**src/rtl/ws2812_decoder.sv**
```systemverilog
// ws2812_decoder
//   Decodes a WS2812 single-wire data stream into 24-bit GRB pixel words.
//   Each high pulse is classified by width (> BIT_THRESH clocks = 1, else 0),
//   bits are assembled MSB-first, and every completed word is presented as
//   separate colour bytes together with its 0-based pixel index in the frame.
//   A low period of RESET_LOW clocks ends a frame (latch).
//
// Ports
//   CLK      in   system clock (12 MHz nominal)
//   RST      in   asynchronous active-high reset
//   DIN      in   WS2812 data line, asynchronous to CLK
//   o_red    out  [7:0] red byte of the last completed word
//   o_green  out  [7:0] green byte of the last completed word
//   o_blue   out  [7:0] blue byte of the last completed word
//   o_valid  out  one-cycle strobe: colour bytes and o_index are new
//   o_index  out  [7:0] pixel number within the frame, saturates at 255
//   o_latch  out  one-cycle strobe: latch (reset-low) period detected
//   o_error  out  one-cycle strobe: overlong high pulse or partial word at latch
//
// Handshake: all outputs are strobes with no backpressure. The consumer must
// take o_red/o_green/o_blue/o_index in the single cycle o_valid is high; those
// values then hold until the next o_valid.

module ws2812_decoder #(
  parameter int BIT_THRESH = 7,
  parameter int HIGH_MAX   = 24,
  parameter int RESET_LOW  = 600
) (
  input  logic       CLK,
  input  logic       RST,
  input  logic       DIN,
  output logic [7:0] o_red,
  output logic [7:0] o_green,
  output logic [7:0] o_blue,
  output logic       o_valid,
  output logic [7:0] o_index,
  output logic       o_latch,
  output logic       o_error
);

  localparam logic [1:0] ST_SYNC = 2'd0;
  localparam logic [1:0] ST_IDLE = 2'd1;
  localparam logic [1:0] ST_HIGH = 2'd2;
  localparam logic [1:0] ST_LOW  = 2'd3;

  // Limits are compared against the value a counter holds in the cycle
  // before it would reach the named width, so the strobe registers on the
  // edge where the width is reached.
  localparam logic [9:0] THRESH_C   = 10'(BIT_THRESH);
  localparam logic [9:0] HIGH_LIM_C = 10'(HIGH_MAX - 1);
  localparam logic [9:0] LOW_LIM_C  = 10'(RESET_LOW - 1);

  // Synchroniser and edge detect
  logic sync_q;
  logic din_q;
  logic din_dly_q;
  logic rise;
  logic fall;

  assign rise = din_q & ~din_dly_q;
  assign fall = ~din_q & din_dly_q;

  // Decoder state
  logic [1:0]  state_q,    state_d;
  logic [9:0]  high_cnt_q, high_cnt_d;
  logic [9:0]  low_cnt_q,  low_cnt_d;
  logic [4:0]  bit_cnt_q,  bit_cnt_d;
  logic [23:0] shift_q,    shift_d;
  logic [7:0]  pix_cnt_q,  pix_cnt_d;
  logic [7:0]  red_q,      red_d;
  logic [7:0]  green_q,    green_d;
  logic [7:0]  blue_q,     blue_d;
  logic [7:0]  index_q,    index_d;
  logic        valid_q,    valid_d;
  logic        latch_q,    latch_d;
  logic        error_q,    error_d;
  logic        bit_val;

  function automatic logic [9:0] sat_inc10(input logic [9:0] v);
    return (v == 10'h3FF) ? v : v + 10'd1;
  endfunction

  always_ff @(posedge CLK or posedge RST) begin
    if (RST) begin
      sync_q    <= 1'b0;
      din_q     <= 1'b0;
      din_dly_q <= 1'b0;
    end else begin
      sync_q    <= DIN;
      din_q     <= sync_q;
      din_dly_q <= din_q;
    end
  end

  always_comb begin
    state_d    = state_q;
    high_cnt_d = high_cnt_q;
    low_cnt_d  = low_cnt_q;
    bit_cnt_d  = bit_cnt_q;
    shift_d    = shift_q;
    pix_cnt_d  = pix_cnt_q;
    red_d      = red_q;
    green_d    = green_q;
    blue_d     = blue_q;
    index_d    = index_q;
    valid_d    = 1'b0;
    latch_d    = 1'b0;
    error_d    = 1'b0;
    bit_val    = 1'b0;

    case (state_q)
      // Wait for a full quiet period before trusting the line; no latch here.
      ST_SYNC: begin
        if (din_q) begin
          low_cnt_d = 10'd0;
        end else if (low_cnt_q >= LOW_LIM_C) begin
          low_cnt_d = 10'd0;
          state_d   = ST_IDLE;
        end else begin
          low_cnt_d = sat_inc10(low_cnt_q);
        end
      end

      ST_IDLE: begin
        if (rise) begin
          high_cnt_d = 10'd1;
          state_d    = ST_HIGH;
        end
      end

      ST_HIGH: begin
        if (fall) begin
          bit_val   = (high_cnt_q > THRESH_C);
          shift_d   = {shift_q[22:0], bit_val};
          low_cnt_d = 10'd1;
          state_d   = ST_LOW;
          if (bit_cnt_q == 5'd23) begin
            green_d   = shift_d[23:16];
            red_d     = shift_d[15:8];
            blue_d    = shift_d[7:0];
            index_d   = pix_cnt_q;
            valid_d   = 1'b1;
            pix_cnt_d = (pix_cnt_q == 8'hFF) ? pix_cnt_q : pix_cnt_q + 8'd1;
            bit_cnt_d = 5'd0;
          end else begin
            bit_cnt_d = bit_cnt_q + 5'd1;
          end
        end else if (high_cnt_q >= HIGH_LIM_C) begin
          // Line stuck high: abandon the frame and resynchronise.
          error_d    = 1'b1;
          bit_cnt_d  = 5'd0;
          pix_cnt_d  = 8'd0;
          shift_d    = 24'd0;
          high_cnt_d = 10'd0;
          low_cnt_d  = 10'd0;
          state_d    = ST_SYNC;
        end else begin
          high_cnt_d = sat_inc10(high_cnt_q);
        end
      end

      ST_LOW: begin
        if (rise) begin
          high_cnt_d = 10'd1;
          low_cnt_d  = 10'd0;
          state_d    = ST_HIGH;
        end else if (low_cnt_q >= LOW_LIM_C) begin
          latch_d   = 1'b1;
          pix_cnt_d = 8'd0;
          low_cnt_d = 10'd0;
          state_d   = ST_IDLE;
          if (bit_cnt_q != 5'd0) begin
            // Partial word at latch is dropped.
            error_d   = 1'b1;
            bit_cnt_d = 5'd0;
            shift_d   = 24'd0;
          end
        end else begin
          low_cnt_d = sat_inc10(low_cnt_q);
        end
      end

      default: begin
        state_d = ST_SYNC;
      end
    endcase
  end

  always_ff @(posedge CLK or posedge RST) begin
    if (RST) begin
      state_q    <= ST_SYNC;
      high_cnt_q <= 10'd0;
      low_cnt_q  <= 10'd0;
      bit_cnt_q  <= 5'd0;
      shift_q    <= 24'd0;
      pix_cnt_q  <= 8'd0;
      red_q      <= 8'd0;
      green_q    <= 8'd0;
      blue_q     <= 8'd0;
      index_q    <= 8'd0;
      valid_q    <= 1'b0;
      latch_q    <= 1'b0;
      error_q    <= 1'b0;
    end else begin
      state_q    <= state_d;
      high_cnt_q <= high_cnt_d;
      low_cnt_q  <= low_cnt_d;
      bit_cnt_q  <= bit_cnt_d;
      shift_q    <= shift_d;
      pix_cnt_q  <= pix_cnt_d;
      red_q      <= red_d;
      green_q    <= green_d;
      blue_q     <= blue_d;
      index_q    <= index_d;
      valid_q    <= valid_d;
      latch_q    <= latch_d;
      error_q    <= error_d;
    end
  end

  assign o_red   = red_q;
  assign o_green = green_q;
  assign o_blue  = blue_q;
  assign o_index = index_q;
  assign o_valid = valid_q;
  assign o_latch = latch_q;
  assign o_error = error_q;

endmodule

```
**config.mk**
```make
export PLATFORM = sky130hd
export DESIGN_NAME = ws2812_decoder
export DESIGN_NICKNAME = d
export VERILOG_FILES = /design/src/rtl/ws2812_decoder.sv
export SDC_FILE = /design/constraint.sdc
export NUM_CORES = 1
export LEC_CHECK = 0
export CORE_UTILIZATION = 58
export DETAILED_ROUTE_END_ITERATION = 10
export PLACE_DENSITY = 0.87
export REMOVE_ABC_BUFFERS = 1
export SYNTH_ARGS = -nofsm -noshare
export SYNTH_HDL_FRONTEND = slang
export SYNTH_SLANG_ARGS = --single-unit
```
**constraint.sdc**
```tcl
create_clock -name CLK -period 6.64 [get_ports CLK]
set_input_delay 1.328 -clock CLK [delete_from_list [all_inputs] [get_ports CLK]]
set_output_delay 1.328 -clock CLK [all_outputs]
set_load 0.1 [all_outputs]
```
# Yosys cells after proc, flatten, opt, wreduce, memory -nomap -nowiden
# Index checks and enable logic that the tools add are counted.
# classes
order_cmp	3
reduce_logical	12
addsub	4
n_bitwise	4
n_eq_ne	18
mux	51
# ops
cell	count
two-way mux 23 bit	5
two-way mux 10 bit	10
two-way mux 8 bit	6
case mux 23 bit (2 select lines)	1
two-way mux 5 bit	6
case mux 10 bit (3 select lines)	1
adder 10 x 1 -> 10 bit (second input constant)	2
equality test 10 bit (second input constant)	2
case mux 10 bit (2 select lines)	1
case mux 8 bit (2 select lines)	1
two-way mux 2 bit	6
!= test 2 bit (second input constant)	6
!= test 3 bit (second input constant)	4
two-way mux 1 bit	11
>= comparator 10 bit (second input constant)	1
>= comparator 10 x 5 -> 1 bit (second input constant)	1
greater-than comparator 10 x 3 -> 1 bit (second input constant)	1
case mux 5 bit (2 select lines)	1
adder 8 x 1 -> 8 bit (second input constant)	1
equality test 8 bit (second input constant)	1
case mux 2 bit (4 select lines)	1
AND reduction 3 bit	2
AND reduction 6 bit	1
adder 5 x 1 -> 5 bit (second input constant)	1
15 further kinds	19
# word_totals
regBits	96
inputBits	3
output_inout_bits	35

# Logic depth before layout (Yosys ltp)
# logic_depth
ltp_word	5
ltp_mapped	8

# Least setup slack after synthesis
# OpenSTA, ideal clock, no wires.
# synth_timing
kind	flip-flop to output port
from	reg blue_q[0] (netlist: o_blue[0])
to	out o_blue[0]
n_path_buf	0
path_slack_ns	4.414
t_arrival_ns	0.898
required_ns	5.312
path_stages_with_launch	1
cell_sequence	dfrtp_1
# synth_rtl
item	line	text
from (decl)	72	logic [7:0] blue_q, blue_d;
from (signal assigned)	213	blue_q <= blue_d;
to (decl)	34	output logic [7:0] o_blue,
# No word-level cell between the ends.

# Worst setup path in the final report
# layout_timing
from	reg green_q[2] (netlist: o_green[2])
to	out o_green[2]
# layout_rtl
item	line	text
from (decl)	71	logic [7:0] green_q, green_d;
from (signal assigned)	212	green_q <= green_d;
to (decl)	33	output logic [7:0] o_green,
# No word-level cell between the ends.

==> summary.txt <==
Global route
  – Grt met1 use: approximately 30%
  – Vias in the first global route: around 3000
  – GR Overflow Total: 0
  – First-pass GRT wire length: roughly 14000 um
  – GRT met2 Usage: a little under two fifths
  – Initial antenna violation count: 0
  – Met3 Use GR: 5.72%
  – Total track usage: between 20% and 30%
  – Largest net degree at the start of global routing: 64
  – GRT Max-Usage Layer: met2

Placement
  – Routability congestion estimate: roughly 0.8
  – Port bufs: 37
  – Placed cell area: between 4000 and 5000 um^2
  – DP Cell Count: roughly 530
  – Dpl hpwl: about 5500 um
  – Worst Setup Slack post-DPL: between 3 and 4 ns

Logic synthesis
  – Mux contribution to synthesized area: 8.34%
  – Compound-Gate Fraction of Synth Area: 17.0%
  – Count leader, synth: dfrtp_1
  – Seq/Total Area, Yosys: between 50% and 60%
  – Number of synthesized register bits: 96
  – Mapped Area: 4430 um^2
  – List of most frequent post-synthesis cells: 96 x dfrtp_1, 59 x o21ai_0, 39 x nand2_1, 31 x mux2_2, 21 x nor2_1
  – EDFF count, synth: 0
  – Top cells by area, synth: dfrtp_1 54%, mux2_2 7.9%, o21ai_0 6.7%, nand2_1 3.3%, ha_1 2.8%
  – Dominant cell type by area after synthesis: dfrtp_1
  – Adder-Cell Fraction of Synth Area: 2.83%
  – Most used DFF post-synth: dfrtp_1
  – Simple-Gate Fraction of Synth Area: ~14%
  – Count of different cell masters after synthesis: 56
  – Gate count after technology mapping: 413
  – Synth top area share: between 50 and 60%
  – Ys async rst share: 100%
  – Mean Syn Cell Area: 10.7 um^2
  – XOR/XNOR Fraction of Synth Area: less than 1%
  – Synth warn: 0
  – Largest family of logic cells by synthesized area: compound AO/OA/AOI/OAI gates

Layout
  – # fillers: between 500 and 600
  – Diodes inserted: 0
  – Final Instance Count excl. Fillers: around 550
  – Fraction of layout cells with a size suffix above 1: between 10 and 15%
  – Area delta synth->final: 14.5%
  – Nets@finish: between 400 and 500
  – Post-Layout Inst Area: 5070 um^2
  – Final core utilization: approximately 69%

Routing
  – Number of routed nets with antenna violations: 0
  – Avg WL per Cell: about 15 um
  – Vias per cell: approximately 6
  – Via count: 3300
  – Residual DRC count: 0
  – DRT iter0 DRCs: approximately 170
  – Drt total wl: 8410 um
  – DR pass1 iterations: 5

Worst setup path
  – Crit path max fanout: 2
  – Worst path max stage delay: ~1.1 ns
  – Worst setup SP type: flip-flop
  – Critical Path RT: between 5 and 6 ns
  – Setup crit end kind: output pin
  – CP top delay family: buffers and inverters
  – Critical R2R Launch: state_q[0]$_DFFE_PP0P_
  – Worst path cell trace: clkdlybuf4s50_1
  – Crit-path slowest cell: clkdlybuf4s50_1
  – Worst Path Buf+Inv: 1
  – Worst path arrival time: about 1.9 ns
  – Setup Crit Path Kind: reg2out
  – First element of the critical path: o_green[2]$_DFFE_PP0P_

Clock network
  – Hold_buf cts: 0
  – H-tree depth: 3
  – Root Buffer: clkbuf_8
  – Worst skew pair latency: around 0.36 ns
  – CTS Buf Count: 9
  – Post-cts resize count: 0
  – Longest Clk Path Bufs: 2
  – Post-CTS setup buffers: 0
  – Clk slew on worst S/H paths: roughly 0.1 ns
  – CTS tree: done
  – CTS Sinks: 96

Pwr
  – Seq pwr share: approximately three fifths
  – Net load switching power: ~0.23 mW
  – Peak supply drop: 129 uV
  – Overall Power: 1.00 mW
  – Power Density: roughly 200 nW/um^2
  – Logic pwr share: approximately 2.5%
  – Pint: about 0.77 mW
  – Clk pwr share: around two fifths
  – Sw frac: around 23%
  – Pleak: 2.26 nW

STA
  – Fin crit period: approximately 3.2 ns
  – WHS: 0.356 ns
  – Worst Setup Slack, final: approximately 3.4 ns
  – FMAX: 0.311 GHz
  – Fin. Hold Viols: 0
  – Setup TNS: 0 ns
  – Period utilization: 48.4%
  – Final setup fails: 0
  – Final Skew: roughly 0.014 ns
  – Final number of max-transition violations: 0
  – Normalized max-slew margin: 33.2%
  – RSZ-0062 raised after global routing: no
  – Worst slew pin tran: between 0.9 and 1 ns

Hold path
  – Hold Path Class: reg2reg
  – Hold path start: sync_q$_DFF_PP0_

Die
  – Starting Density: around three fifths
  – Rows: 31
  – Die Ht: roughly 89 um
  – # IOs: 38
  – Placeable Area: ~7300 um^2
  – DIE AREA: roughly 8000 um^2
  – Die width: just under 90 um

Run status
  – Status: finished clean

Job
  – Max-cap viol count: 0
==> power by group through the flow <==
| stage | Sequential [mW] | Clock (mW) | Combinational [mW] |
|---|---|---|---|
| 6_report | 0.590 | 0.385 | 0.0252 |
| 5_1_grt | 0.590 | 0.418 | 0.0293 |
| 3_5_place_dp | 0.601 | 0 | 0.0261 |
| 3_3_place_gp | 0.601 | 0 | 0.0254 |
| 4_1_cts | 0.590 | 0.393 | 0.0262 |
| 2_1_floorplan | 0.601 | 0 | 0.0184 |
==> per-layer routing <==
metal | vias to the layer above | part of all wire, %
met5 | - | 0
met3 | 20 | 4.0
met2 | 85 | 48
met1 | 1631 | 45
met4 | 0 | 2.5
li1 | 1564 | -
==> sequential cells by signal, summed over array words and instances, names as in the netlist <==
| signal | flops |
|---|---|
| o_green | 8 |
| o_index | 8 |
| din_q | 1 |
| low_cnt_q | 10 |
| o_blue | 8 |
| state_q | 2 |
| pix_cnt_q | 8 |
| o_latch | 1 |
| sync_q | 1 |
| din_dly_q | 1 |
| o_valid | 1 |
| shift_q | 23 |
| bit_cnt_q | 5 |
| o_red | 8 |
| o_error | 1 |
| high_cnt_q | 10 |
==> area by class of cell <==
cell class	instances	area [um^2]	share of cell area, %
Sequential cell	96	2400	47.4
Multi-Input combinational cell	284	1890	37.3
Timing Repair Buffer	41	400	7.90
Clock buffer	10	128	2.52
Tap cell	99	124	2.44
Clock inverter	6	75.1	1.48
Inverter	13	50.0	0.987
==> cells in the final DEF, fill, tap and decap left out, types with 9 or more instances in the layout <==
cell type	Yosys	final
dfrtp_1	96	96
o21ai_0	59	59
nand2_1	39	39
clkdlybuf4s50_1	0	37
mux2_2	31	31
nor2_1	21	20
a21oi_1	15	15
nand3_1	12	12
inv_1	13	12
a31oi_1	12	12
ha_1	10	10
clkbuf_8	0	9
==> cell families after synthesis <==
logic type / after synthesis
buf+inv: 33
fa+ha+maj: 10
mux: 33
xor+xnor: 2
simple gates: 119
compound gates: 120
flops: 96
==> path summary, 6_finish.rpt <==
path	to	slack, ns	depth (start not counted)
min in group asynchronous	shift_q[12]$_DFFE_PP0P_	1.32	2
worst min register to register	din_q$_DFF_PP0_	0.36	0
worst max-delay path	o_green[2]	3.43	1
worst max register to register	high_cnt_q[5]$_DFFE_PP0P_	3.98	7
worst min-delay path	din_q$_DFF_PP0_	0.36	0
max in group asynchronous	o_error$_DFF_PP0_	4.14	3
(Power assumes the default switching activity.)
==> variant 1, RTL diff (config.mk and constraints unchanged) <==
Set the parameter `HIGH_MAX` to 16 (it was 24).
--- a/src/rtl/ws2812_decoder.sv
+++ b/src/rtl/ws2812_decoder.sv
@@ -25,3 +25,3 @@
   parameter int BIT_THRESH = 7,
-  parameter int HIGH_MAX   = 24,
+  parameter int HIGH_MAX   = 16,
   parameter int RESET_LOW  = 600
Formal check against the unedited RTL: no difference found for any inputs over 10 cycles, from zero or initial values and one cycle with RST high; that may be too few to reach the edited logic, so the function may still have changed.
==> variant 1 against the original RTL <==
  * Wire length increased by 11%
  * Via count up 4.7%
  * Synthesized cell count rose by 2.9%
  * Worst setup slack improved by 0.011 ns
  * Area after synthesis increased by 5.2%
  * Clock power fell by 4%
  * Cell area increased by 4.3%
  * Non-clock buffer count up 1
  * Sequential cell count unchanged
  * Total power down 1.1%
  * Critical path type unchanged
  * Critical endpoint is now o_blue[1]
==> variant 1: results (changes against the original RTL) <==
status finished clean; Final HPWL DP 6090 um (+10%); # fillers 557 (+8.8%); mux cell area share after synthesis 8.49% (+0.15 points); Seq/Total Area, Yosys 51.6% (-2.7 points); Post-Route WL 9340 um (+11%); worst slew pin tran 1.05 ns (+0.0542 ns); number of global-route vias before repair 3,400 (+12%); total track usage 24.2% (+1.2 points); fin nets 471 (+2.8%); post-synthesis compound-gate area fraction 19.2% (+2.1 points); net switching power figure 0.242 mW (+6.2%); r2r endpoint bit_cnt_q[0]$_DFFE_PP0P_; Pre-antenna DRT Iters 5 (unchanged); asr flop ratio synth 100% (unchanged); R2R depth 8 (+1); 1st-iter DRT viols 198 (+16%); leakage 2.38 nW (+5.3%); initial antenna violation count 0 (unchanged); flop2flop setup slack 3.58 ns (-0.40 ns); first-pass GRT wire length 16,100 um (+15%); ratio of cells with drive above 1 in the final layout 17.5% (+3.3 points); Routability Congestion 0.879 (+8.5%); post-CTS setup repair buffer count 0 (unchanged); PortBufs 37 (unchanged); Synth top cells by count 96 x dfrtp_1, 32 x nor2_1, 31 x inv_1, 31 x mux2_2, 29 x o21ai_0; VDD IR-drop max 0.129 mV (-0.50%); pin count of the biggest net entering global routing 62 (-3.1%); share of the synthesized area in the top cell type 51.6% (-2.7 points); largest cells by area after synthesis dfrtp_1 52%, mux2_2 7.5%, o31ai_2 4.3%; worst hold slack 0.371 ns (+0.0149 ns); Layout Skew 0.0158 ns (+0.00190 ns); routed vias/inst 6.11 (+1.7%); Cell variety after synth 64 (+14%); XOR/XNOR Fraction of Synth Area 0.188% (-0.21 points); CP arrival 1.87 ns (-0.02 ns); Adder-Cell Fraction of Synth Area 2.69% (-0.14 points)
[variant 1: cell type report]
cell class                 instances  share of cell area, %
sequential                        96                   45.5
multi-input combinational        278                   38.5
timing repair buffer              42                   7.72
clock buffer                      10                   2.60
tap                              102                   2.41
inverter                          31                   2.23
clock inverter                     6                   1.11
[variant 1: routing by layer]
metal,part of all wire [%],GRT usage (%),vias up
met3,4.3,5.19,13
met5,0,0,-
li1,-,-,1602
met2,50,39.9,99
met4,1.3,8.20,0
met1,44,31.8,1740
[variant 1: how the worst max path moves through the flow]
stage                      startpoint                        to  slack (ns)
3_3_place_gp                      RST   shift_q[22]$_DFFE_PP0P_        3.67
2_1_floorplan                     RST  bit_cnt_q[0]$_DFFE_PP0P_        2.81
4_1_cts        o_index[4]$_DFFE_PP0P_                o_index[4]        3.42
5_1_grt        o_index[4]$_DFFE_PP0P_                o_index[4]        3.38
6_report        o_blue[1]$_DFFE_PP0P_                 o_blue[1]        3.44
3_5_place_dp   state_q[0]$_DFFE_PP0P_  bit_cnt_q[0]$_DFFE_PP0P_        3.63
[variant 1: power by group through the flow]
stage	clock network, mW	logic (mW)	registers [mW]
6_report	0.371	0.0280	0.590
5_1_grt	0.398	0.0325	0.590
4_1_cts	0.380	0.0290	0.590
3_5_place_dp	0	0.0287	0.601
3_3_place_gp	0	0.0278	0.601
2_1_floorplan	0	0.0201	0.600
[variant 1: metrics by stage]
step           std cells  worst slack [ns]  total power [mW]  util (%)  instance area [um^2]
6_report             565              3.44             0.989      68.4                  5290
5_1_grt              565              3.38              1.02      68.4                  5290
4_1_cts              565              3.42             0.998      68.4                  5290
3_5_place_dp         549              3.63             0.630      65.9                  5090
3_3_place_gp         549              3.67             0.629      65.9                  5090
2_1_floorplan        405              2.81             0.620         -                  4550
==> variant 2, RTL diff (config.mk and constraints unchanged) <==
Made on the original files. Make the reset (`RST`) synchronous in 2 clocked blocks. Comments in the files are not updated.
--- a/src/rtl/ws2812_decoder.sv
+++ b/src/rtl/ws2812_decoder.sv
@@ -82,3 +82,3 @@
 
-  always_ff @(posedge CLK or posedge RST) begin
+  always_ff @(posedge CLK) begin
     if (RST) begin
@@ -188,3 +188,3 @@
 
-  always_ff @(posedge CLK or posedge RST) begin
+  always_ff @(posedge CLK) begin
     if (RST) begin
Check against the original RTL: same outputs for any inputs over 10 cycles, from zero or initial values and one cycle with RST high; that may be too few to reach the edited logic, so the function may still have changed.
==> variant 2 against the original RTL <==
  * The flow now finishes with violations (DRC)
  * Worst setup slack better by 0.040 ns
  * Total power fell by 5.5%
  * Area after synthesis shrank 11%
  * Critical path depth did not move
  * Clock power fell by 10%
  * Cell count is 0.18% higher
  * Via count down 0.18%
  * Combinational power shrank 22%
  * Wire length is 10% lower
  * Sequential cell count stayed put
  * Worst hold slack better by 0.094 ns
  * Count of clock-buffer cells in the layout increased by 1
  * Cell area is 12% lower
  * Critical endpoint is now o_green[1]
  * Largest power group unchanged
  * Highest routed layer unchanged
==> variant 2: results (changes against the original RTL) <==
status finished with violations; failing checks DRC; Layout Skew 0.0106 ns (-0.00337 ns); Pre-antenna DRT Iters 8 (+3); pin count of the biggest net entering global routing 65 (+1.6%); Routability Congestion 0.876 (+8.1%); met1 Use GR 27.3% (-2.6 points); Critical-path top delay cell clkdlybuf4s50_1; CP max stage delay 1.14 ns (about the same); Sum Neg Setup Slack 0 ns (unchanged); Final HPWL DP 5060 um (-8.2%); Num CTS Buffers 9 (unchanged); CP arrival 1.85 ns (-0.04 ns); post-synthesis compound-gate area fraction 22.0% (+5.0 points); leakage 1.50 nW (-34%); Min-Delay Path Depth 1 (+1); number of global-route vias before repair 3,106 (+2.0%); # H-tree levels 3 (unchanged); Cell variety after synth 54 (-3.6%); WL per Instance 13.7 um (-11%); grt met3 use 5.31% (-0.42 points); mux cell area share after synthesis 1.02% (-7.3 points); worst skew pair latency 0.36 ns (about the same); VDD IR-drop max 0.193 mV (+49%); CTS Root Cell clkbuf_8; post-CTS setup repair buffer count 0 (unchanged); largest cells by area after synthesis dfxtp_1 49%, nand2_1 7.6%, a21oi_1 6.4%; XOR/XNOR Fraction of Synth Area 0.445% (+0.050 points); met1 wire length 3410 um (-9.9%); Residual DRC 6 (+6); 1st-iter DRT viols 149 (-13%); CP delay by family, top buffers and inverters; Synth top cells by count 96 x dfxtp_1, 80 x nand2_1, 50 x a21oi_1, 26 x a22o_1, 22 x nor2_1; ratio of cells with drive above 1 in the final layout 6.34% (-7.9 points); post_cts resized 0 (unchanged); R2R depth 6 (-1); fin nets 476 (+3.9%); routed vias/inst 5.99 (-0.36%); total track usage 22.9% (-0.091 points); Seq/Total Area, Yosys 48.9% (-5.4 points); Adder-Cell Fraction of Synth Area 1.59% (-1.2 points); Reg clk slew, reported paths 0.08 ns (-0.02 ns); max_slew headroom 27.7% (-5.4 points); met3 routed WL 348 um (+4.2%); first-pass GRT wire length 13,300 um (-4.5%); PortBufs 37 (unchanged); WL met2 3700 um (-9.3%); asr flop ratio synth 0% (-100 points); met2 track demand over resource 40.3% (+3.5 points)
==> variant 2: changes by cell type after synthesis, sizes merged, moves of 31 or more <==
cell / before / now
dfxtp: 0 / 96
o21ai: 63 / 14
nand2: 39 / 80
dfrtp: 96 / 0
a21oi: 15 / 50
mux2: 31 / 0
==> variant 2: worst register-to-register path, stage by stage (launching register included) <==
cell and delay [ns]:
dfxtp_1 0.34, ha_1 0.26, a21oi_1 0.21, o211a_1 0.30, nand2_1 0.15, a221oi_4 0.85
a22o_1 0.28
==> variant 2: per-stage QoR <==
step	setup slack, ns	area (um^2)	util [%]	hold slack, ns	std cells
final	3.47	4480	69.4	0.450	550
after floorplan	3.64	3810	-	0.414	417
after detailed placement	3.74	4300	66.6	0.434	534
after global placement	3.79	4300	66.6	0.421	534
after global routing	3.41	4480	69.4	0.473	550
after CTS	3.45	4480	69.4	0.454	550
==> variant 2: where the power goes <==
group / internal, mW / total, mW / switching (mW)
clock network: 0.148 / 0.345 / 0.197
logic: 0.00632 / 0.0197 / 0.0134
registers: 0.577 / 0.580 / 0.00289
total: 0.732 / 0.945 / 0.213
==> variant 2: area by class of cell <==
cell class              count  area, um^2
well taps                  77        96.3
fillers                   514        1980
clock buffers              11         141
clock inverters             5        40.0
inverters                   8        30.0
multi-input cells         313        1860
repair buffers             40         388
flip-flops and latches     96        1920
==> variant 2: worst paths after layout <==
| kind | from | endpoint | slack [ns] |
|---|---|---|---|
| setup / recovery | o_green[1]$_SDFFE_PP0P_ | o_green[1] | 3.47 |
| hold / removal | sync_q$_SDFF_PP0_ | din_q$_SDFF_PP0_ | 0.45 |
| setup reg to reg | high_cnt_q[0]$_SDFFE_PP0P_ | shift_q[8]$_SDFFE_PP0P_ | 4.19 |
| hold reg to reg | sync_q$_SDFF_PP0_ | din_q$_SDFF_PP0_ | 0.45 |
